File: src/rtl/uart_tx_dev.sv
// Bus-mapped 8N1 console transmitter: registered single-cycle bus response, TX FIFO, level TX-empty irq.
// Bus never stalls: a TXDATA write into a full FIFO is dropped with err_o; tx_o goes low 2 edges after the first push.
module uart_tx_dev #(
   parameter int          FifoDepth    = 8,
   parameter logic [15:0] ClkDivReset  = 16'd15,
   parameter int          DataWidth    = 32,
   parameter int          AddressWidth = 32
) (
   input  logic                    clk_i,
   input  logic                    rst_ni,
   input  logic                    req_i,
   input  logic                    we_i,
   input  logic [3:0]              be_i,
   input  logic [AddressWidth-1:0] addr_i,
   input  logic [DataWidth-1:0]    wdata_i,
   output logic                    rvalid_o,
   output logic [DataWidth-1:0]    rdata_o,
   output logic                    err_o,
   output logic                    tx_o,
   output logic                    irq_o
);

   localparam int PtrW = $clog2(FifoDepth);
   localparam int LvlW = $clog2(FifoDepth) + 1;

   typedef enum logic [1:0] {IDLE, START, DATA, STOP} state_t;

   state_t            state_q, state_d;
   logic [15:0]       clkdiv_q;
   logic              irq_en_q;
   logic [7:0]        mem [FifoDepth];
   logic [PtrW-1:0]   wptr_q, rptr_q;
   logic [LvlW-1:0]   level_q;
   logic [15:0]       timer_q, div_q;
   logic [2:0]        bit_q;
   logic [7:0]        shreg_q;
   logic              tx_q, irq_q;
   logic              rvalid_q, err_q;
   logic [DataWidth-1:0] rdata_q, rdata_d;

   logic [7:0] word;
   logic       sel_tx, sel_status, sel_clkdiv, sel_ctrl, mapped;
   logic       wr, rd, full, empty, busy, push, pop, tick, err_d;

   logic unused_bits;
   assign unused_bits = ^{addr_i[AddressWidth-1:10], addr_i[1:0], wdata_i[DataWidth-1:16], be_i[3:2]};

   assign word       = addr_i[9:2];
   assign sel_tx     = (word == 8'd0);
   assign sel_status = (word == 8'd1);
   assign sel_clkdiv = (word == 8'd2);
   assign sel_ctrl   = (word == 8'd3);
   assign mapped     = sel_tx | sel_status | sel_clkdiv | sel_ctrl;
   assign wr         = req_i & we_i;
   assign rd         = req_i & ~we_i;

   assign full  = (level_q == LvlW'(FifoDepth));
   assign empty = (level_q == '0);
   assign busy  = (state_q != IDLE);
   assign tick  = (timer_q == 16'd0);

   // full is the pre-pop view, so a push colliding with a pop while full is still refused
   assign push  = wr & sel_tx & be_i[0] & ~full;
   assign err_d = req_i & (~mapped | (we_i & sel_status) | (we_i & sel_tx & be_i[0] & full));

   always_comb begin
      rdata_d = '0;
      if (rd) begin
         if (sel_status) begin
            rdata_d[15:8] = 8'(level_q);
            rdata_d[2]    = busy;
            rdata_d[1]    = empty;
            rdata_d[0]    = full;
         end else if (sel_clkdiv) begin
            rdata_d[15:0] = clkdiv_q;
         end else if (sel_ctrl) begin
            rdata_d[0] = irq_en_q;
         end
      end
   end

   always_ff @(posedge clk_i or negedge rst_ni) begin
      if (!rst_ni) begin
         rvalid_q <= 1'b0;
         rdata_q  <= '0;
         err_q    <= 1'b0;
         clkdiv_q <= ClkDivReset;
         irq_en_q <= 1'b0;
      end else begin
         rvalid_q <= req_i;
         rdata_q  <= rdata_d;
         err_q    <= err_d;
         if (wr && sel_clkdiv) begin
            if (be_i[0]) clkdiv_q[7:0]  <= wdata_i[7:0];
            if (be_i[1]) clkdiv_q[15:8] <= wdata_i[15:8];
         end
         if (wr && sel_ctrl && be_i[0]) irq_en_q <= wdata_i[0];
      end
   end

   always_ff @(posedge clk_i) begin
      if (push) mem[wptr_q] <= wdata_i[7:0];
   end

   always_ff @(posedge clk_i or negedge rst_ni) begin
      if (!rst_ni) begin
         wptr_q  <= '0;
         rptr_q  <= '0;
         level_q <= '0;
      end else begin
         if (push) wptr_q <= wptr_q + PtrW'(1);
         if (pop)  rptr_q <= rptr_q + PtrW'(1);
         case ({push, pop})
            2'b10:   level_q <= level_q + LvlW'(1);
            2'b01:   level_q <= level_q - LvlW'(1);
            default: level_q <= level_q;
         endcase
      end
   end

   always_comb begin
      state_d = state_q;
      pop     = 1'b0;
      case (state_q)
         IDLE: begin
            if (!empty) begin
               state_d = START;
               pop     = 1'b1;
            end
         end
         START: if (tick) state_d = DATA;
         DATA:  if (tick && bit_q == 3'd7) state_d = STOP;
         STOP: begin
            if (tick) begin
               if (!empty) begin
                  state_d = START;
                  pop     = 1'b1;
               end else begin
                  state_d = IDLE;
               end
            end
         end
         default: state_d = IDLE;
      endcase
   end

   always_ff @(posedge clk_i or negedge rst_ni) begin
      if (!rst_ni) begin
         state_q <= IDLE;
         timer_q <= 16'd0;
         div_q   <= 16'd0;
         bit_q   <= 3'd0;
         shreg_q <= 8'd0;
         tx_q    <= 1'b1;
         irq_q   <= 1'b0;
      end else begin
         state_q <= state_d;
         // a pop starts a frame: the divider is frozen here so CLKDIV writes only hit later frames
         if (pop) begin
            shreg_q <= mem[rptr_q];
            div_q   <= clkdiv_q;
            timer_q <= clkdiv_q;
            bit_q   <= 3'd0;
         end else if (state_q != IDLE) begin
            if (tick) begin
               timer_q <= div_q;
               if (state_q == DATA) bit_q <= bit_q + 3'd1;
            end else begin
               timer_q <= timer_q - 16'd1;
            end
         end
         case (state_q)
            START:   tx_q <= 1'b0;
            DATA:    tx_q <= shreg_q[bit_q];
            default: tx_q <= 1'b1;
         endcase
         irq_q <= irq_en_q & empty & (state_q == IDLE);
      end
   end

   assign rvalid_o = rvalid_q;
   assign rdata_o  = rdata_q;
   assign err_o    = err_q;
   assign tx_o     = tx_q;
   assign irq_o    = irq_q;

endmodule

File: config.mk
export PLATFORM = sky130hd
export DESIGN_NAME = uart_tx_dev
export DESIGN_NICKNAME = d
export VERILOG_FILES = /design/src/rtl/uart_tx_dev.sv
export SDC_FILE = /design/constraint.sdc
export NUM_CORES = 1
export LEC_CHECK = 0
export ABC_AREA = 1
export CAP_MARGIN = 20
export CELL_PAD_IN_SITES_DETAIL_PLACEMENT = 0
export CELL_PAD_IN_SITES_GLOBAL_PLACEMENT = 2
export CORE_UTILIZATION = 34
export DETAILED_ROUTE_END_ITERATION = 16
export PLACE_DENSITY = 0.83
export SLEW_MARGIN = 25
export SYNTH_ARGS = -nofsm -noshare
export SYNTH_HDL_FRONTEND = slang
export SYNTH_SLANG_ARGS = --single-unit
File: constraint.sdc
create_clock -name clk_i -period 3.7 [get_ports clk_i]
set_input_delay 0.74 -clock clk_i [delete_from_list [all_inputs] [get_ports clk_i]]
set_output_delay 0.74 -clock clk_i [all_outputs]
set_load 0.005 [all_outputs]
# Word level (Yosys, flattened, before mapping)
# Memories as Yosys holds them, arrays and structs flattened. A register that Yosys moved wholly into a read port is not among the register bits.
# Cells that the tools add are included.
dict set report classes {
  n_reduce_logical 18
  n_lt_le_gt_ge 1
  addsub 6
  muxes 29
  n_eq_ne 14
  bitwise 20
}
# operator n
set op_table {}
lappend op_table {{2-to-1 mux 16 bit} 4}
lappend op_table {{equality test 8 x 2 -> 1 bit (second input constant)} 2}
lappend op_table {{logical NOT 16 bit} 1}
lappend op_table {{subtractor 16 x 1 -> 16 bit (second input constant)} 1}
lappend op_table {{2-to-1 mux 15 bit} 1}
lappend op_table {{2-to-1 mux 3 bit} 5}
lappend op_table {{AND 1 bit} 12}
lappend op_table {{nonzero test 2 bit} 5}
lappend op_table {{adder 3 x 1 -> 3 bit (second input constant)} 3}
lappend op_table {{equality test 8 x 1 -> 1 bit (second input constant)} 1}
lappend op_table {{logical NOT 8 bit} 1}
lappend op_table {{2-to-1 mux 1 bit} 8}
lappend op_table {{2-to-1 mux 2 bit} 4}
lappend op_table {{2-to-1 mux 8 bit} 1}
lappend op_table {{!= test 2 bit (second input constant)} 4}
lappend op_table {{case mux 2 bit (4 select lines)} 1}
lappend op_table {{case mux 4 bit (2 select lines)} 1}
lappend op_table {{equality test 2 bit (second input constant)} 3}
lappend op_table {{2-to-1 mux 5 bit} 1}
lappend op_table {{bitwise OR 1 bit} 5}
lappend op_table {{adder 4 x 1 -> 4 bit (second input constant)} 1}
lappend op_table {{equality test 2 x 1 -> 1 bit (second input constant)} 2}
lappend op_table {{equality test 4 bit (second input constant)} 1}
lappend op_table {{logical AND 1 bit} 4}
lappend op_table {{other kinds (12)} 16}
dict set report totals {
  ff_bits 84
  n_memories 1
  wordCells 104
  in_bits 72
  output_inout_bits 36
  ramBits 64
}
# memory depth word_bits read_ports rd_ports_with_merged_regs wr line_no
set memory_table {}
lappend memory_table {mem 8 8 1 1 1 31} ;# logic [7:0] mem [FifoDepth];

# Longest topological paths before layout
dict set report depth {
  word_depth 8
  mapped_depth 19
  mapped_depth_nobuf 18
}

# Least setup slack after synthesis
# OpenSTA, ideal clock, no wires.
dict set report synth_path {
  path_type {input to register}
  from {input addr_i[5]}
  to {memory mem[0][0] (enable)}
  t_arrival_ns 2.276
  stages 5
  setup_ns 0.383
  n_path_buf 0
  setup_slack_ns 1.040
  t_required_ns 3.317
  cell_sequence {or2_4 -> nor2_1 -> nand3_1 -> or2_2 -> nor3_1}
}
dict set report synth_via {
  elab_chain_len 6
}
# element line_no
set synth_lines {}
lappend synth_lines {{start, declared} 14} ;# input logic [AddressWidth-1:0] addr_i,
lappend synth_lines {{logical NOT 8 bit} 49} ;# assign sel_tx = (word == 8'd0);
lappend synth_lines {{AND 1 bit (3 in a row)} 63} ;# assign push = wr & sel_tx & be_i[0] & ~full;
lappend synth_lines {{2-to-1 mux 1 bit} 102} ;# if (push) mem[wptr_q] <= wdata_i[7:0];
lappend synth_lines {{2-to-1 mux 1 bit (not written as such)} 102}
lappend synth_lines {{end, declared} 31}
# Every way passes these cells.

# Worst setup path in the final report
dict set report layout_path {
  from {input req_i}
  to {register level_q[2]}
}
dict set report layout_via {
  elab_chain_len 6
  elab_cells_between_ends 8
  classes_between {eq/ne (2); mux (1); bitwise (4); reduce/logical (1)}
}
# element line_no
set layout_lines {}
lappend layout_lines {{start, declared} 11} ;# input logic req_i,
lappend layout_lines {{AND 1 bit (*)} 54} ;# assign wr = req_i & we_i;
lappend layout_lines {{AND 1 bit (*) (3 in a row)} 63}
lappend layout_lines {{equality test 2 x 1 -> 1 bit / equality test 2 bit (equally long branches)} 113} ;# case ({push, pop})
lappend layout_lines {{case mux 4 bit (2 select lines) / nonzero test 2 bit (equally long branches)} n/a}
lappend layout_lines {{end signal, assigned} 114} ;# 2'b10: level_q <= level_q + LvlW'(1);
lappend layout_lines {{end signal, assigned} 115} ;# 2'b01: level_q <= level_q - LvlW'(1);
lappend layout_lines {{end signal, assigned} 116} ;# default: level_q <= level_q;
lappend layout_lines {{end, declared} 33} ;# logic [LvlW-1:0] level_q;
# Mark *: on every way between the ends. The rest lies on a longest branch, timed or not.
# A chain may end at the register's enable or synchronous reset.

==> summary.md <==
| Metric | Value |
|---|---|
| Synth cell types | 38 |
| Drt total wl | between 15000 and 20000 um |
| Gate power share | about a third |
| Initial antenna violation count | 0 |
| DRT Pass-1 Iters | 4 |
| Sw Ratio | about two fifths |
| Die Wd | 148.8 um |
| Wire per inst | 15.15 um |
| Vias in the first global route | 5262 |
| Port bufs | between 40 and 50 |
| Register Area | 0.004230 mm^2 |
| CTS root buffer | clkbuf_16 |
| Crit start category | input pin |
| Sequential share of power | a little under two fifths |
| VDD IR max | 0.0003347 V |
| Pwr dens | 683.7 mW/mm^2 |
| Crit path required time | 4.06 ns |
| CTS sink cnt | about 160 |
| Fin nets | roughly 940 |
| Area of the multi-input gates | about 0.0026 mm^2 |
| DRC violation count after routing | 0 |
| CTS H-tree lvls | 4 |
| WHS | approximately 0.38 ns |
| Filler cell count in the final layout | 2175 |
| Core Area | 0.02109 mm^2 |
| GP Congestion | 0.7849 |
| Detail Route Antenna Nets | 0 |
| Arr. time, crit path | 3.13 ns |
| Final Cycle Share | 74.88% |
| Status | finished clean |
| Largest net degree at the start of global routing | 58 |
| Crit path kind | in2reg |
| I/O pin count | 108 |
| Vias | ~5400 |
| Hold_buf cts | 0 |
| Unrepaired setup endpoints after global routing | no |
| Leakage | 3.732 nW |
| Max_slew headroom | 34.84% |
| Slew Viols, Final | 0 |
| Max-cap check violation count | 0 |
| Initial Util | around a third |
| Post-CTS setup buffer count | 0 |
| Crit path time final | approximately 2.8 ns |
| Clk_skew | 0.01145 ns |
| Synth Instances | ~800 |
| Commonest non-fill, non-tap cell in the layout | nand2_1 |
| Total GRT Usage | 16.97% |
| Global route total overflow | 0 |
| Post-DP Area | 0.008114 mm^2 |
| F_max | 360.9 MHz |
| Die H | 148.8 um |
| Detailed Route Iter0 Violations | 307 |
| Rows | 53 |
| Design Area, Final | around 0.0087 mm^2 |
| Int Power | ~0.0036 W |
| Post-synth EDFFs | 64 |
| Ys Warns | 0 |
| Number of CTS-inserted buffers | 17 |
| Total Neg Setup Slack | 0 ns |
| Asr flop ratio synth | just under 60% |
| Final setup viols | 0 |
| Final Hold Fails | 0 |
| Skew-Pair Late Insertion Delay | 0.43 ns |
| Area Overhead vs Synth | 18.99% |
| Post-cts resize count | 0 |
| Sequential area share after synthesis | 57.73% |
| Flops & latches, synth | 156 |
| Clock buffer depth | 2 |
| Crit end category | flop |
| CTS clock-pin slew for the worst setup and hold paths | ~0.070 ns |
| Switching power | 0.002341 W |
| Tightest Hold Check Type | in2async |
| Post-DR vias/cell | 4.709 |
| Synth Cell Area | 0.007328 mm^2 |
| Post-synth top flop | dfrtp_1 |
| First-pass GRT wire length | around 28000 um |
| Worst Path Max Fanout | 6 |
| Share of cells above drive strength 1 | 8.840% |
| Antenna diode count | 0 |
| Final HPWL DP | 11800 um |
| TritonCTS clock tree | built |
| Clock Power Share | 29.5% |
| Slew of the pin with the lowest slew margin | 0.9763 ns |
| Syn_area_per_cell | 9.195 um^2 |
| Most frequent cells in the layout | 165 x nand2_1, 106 x nor2_1, 87 x dfrtp_1 |
| Die area | roughly 0.022 mm^2 |
==> metal layers <==
| metal | wire, um | track usage (%) | part of all wire (%) | vias up |
|---|---|---|---|---|
| li1 | - | - | - | 2734 |
| met1 | 8530 | 24.02 | 49 | 2556 |
| met2 | 8114 | 26.85 | 47 | 89 |
| met3 | 510 | 2.813 | 2.9 | 17 |
| met4 | 204 | 4.745 | 1.2 | 0 |
| met5 | 0 | 0 | 0 | - |
==> critical path: stages <==
cell	delay, ns
clkdlybuf4s50_1	0.60
nand3_1	0.14
nor3_1	0.21
nand3_1	0.23
ha_1	0.34
nand2_1	0.08
inv_1	0.05
nor2_1	0.13
ha_1	0.16
a21oi_1	0.05
or2_2	0.29
a31oi_1	0.12
==> cells by family (layout without fill, tap and decap cells) <==
logic type,Yosys count,in the layout,synth area share (%)
fa+ha+maj,14,14,2.390
other cells,1,16,0.05117
xor+xnor,6,6,0.7171
compound gates,138,138,10.76
simple gates,364,364,21.15
buf+inv,118,177,7.205
flops,156,156,57.73
==> sequential cells by signal (all words and copies together) (netlist names), 4 cells and up <==
signal	flops
level_q	4
mem	64
div_q	16
rdata_o	16
clkdiv_q	16
shreg_q	8
timer_q	16
==> cell type report <==
| cell class | instances | area share [%] |
|---|---|---|
| Clock buffer | 17 | 4.879 |
| Clock inverter | 15 | 2.066 |
| Inverter | 79 | 3.415 |
| Multi-Input combinational cell | 538 | 30.12 |
| Sequential cell | 156 | 48.51 |
| Tap cell | 275 | 3.946 |
| Timing Repair Buffer | 66 | 7.060 |
==> metrics by stage <==
step	util [%]	power [W]	std cells	setup WS, ns
6_report	41.35	0.005961	1146	0.9294
5_1_grt	41.35	0.006407	1146	0.7338
4_1_cts	41.35	0.006039	1146	0.9367
3_5_place_dp	38.48	0.004267	1114	0.4871
3_3_place_gp	38.48	0.004242	1114	0.5058
2_1_floorplan	-	0.003691	812	1.041
==> power by group through the flow <==
stage	Clock (W)	Combinational (W)	Sequential, W
after CTS	0.00180	0.00200	0.00225
after detailed placement	0	0.00199	0.00228
after global routing	0.00186	0.00226	0.00228
after global placement	0	0.00196	0.00228
after floorplan	0	0.00149	0.00220
final	0.00176	0.00196	0.00225
==> worst paths after layout <==
path,startpoint,to,slack [ns],depth (start not counted)
max,req_i,level_q[2]$_DFFE_PN0P_,0.93,12
min in group clk_i,clkdiv_q[2]$_DFFE_PN1P_,clkdiv_q[2]$_DFFE_PN1P_,0.48,2
max reg2reg,timer_q[0]$_DFFE_PN0P_,level_q[3]$_DFFE_PN0P_,1.02,14
min,rst_ni,div_q[11]$_DFFE_PN0P_,0.38,1
min reg2reg,clkdiv_q[2]$_DFFE_PN1P_,clkdiv_q[2]$_DFFE_PN1P_,0.48,2
max in group asynchronous,rst_ni,tx_o$_DFF_PN1_,2.49,2
==> synthesized netlist by cell type, types with 11 or more instances <==
cell type | instances | area share (%)
a21oi_1 | 26 | 1.8
buf_4 | 16 | 1.6
clkbuf_1 | 13 | 0.67
dfrtp_1 | 87 | 30
edfxtp_1 | 64 | 26
ha_1 | 14 | 2.4
inv_1 | 74 | 3.8
nand2_1 | 165 | 8.5
nand3_1 | 59 | 4.0
nor2_1 | 106 | 5.4
nor3_1 | 11 | 0.75
o211ai_1 | 18 | 1.8
o21ai_0 | 77 | 5.3
No activity file was read; power rests on OpenSTA's default activity.
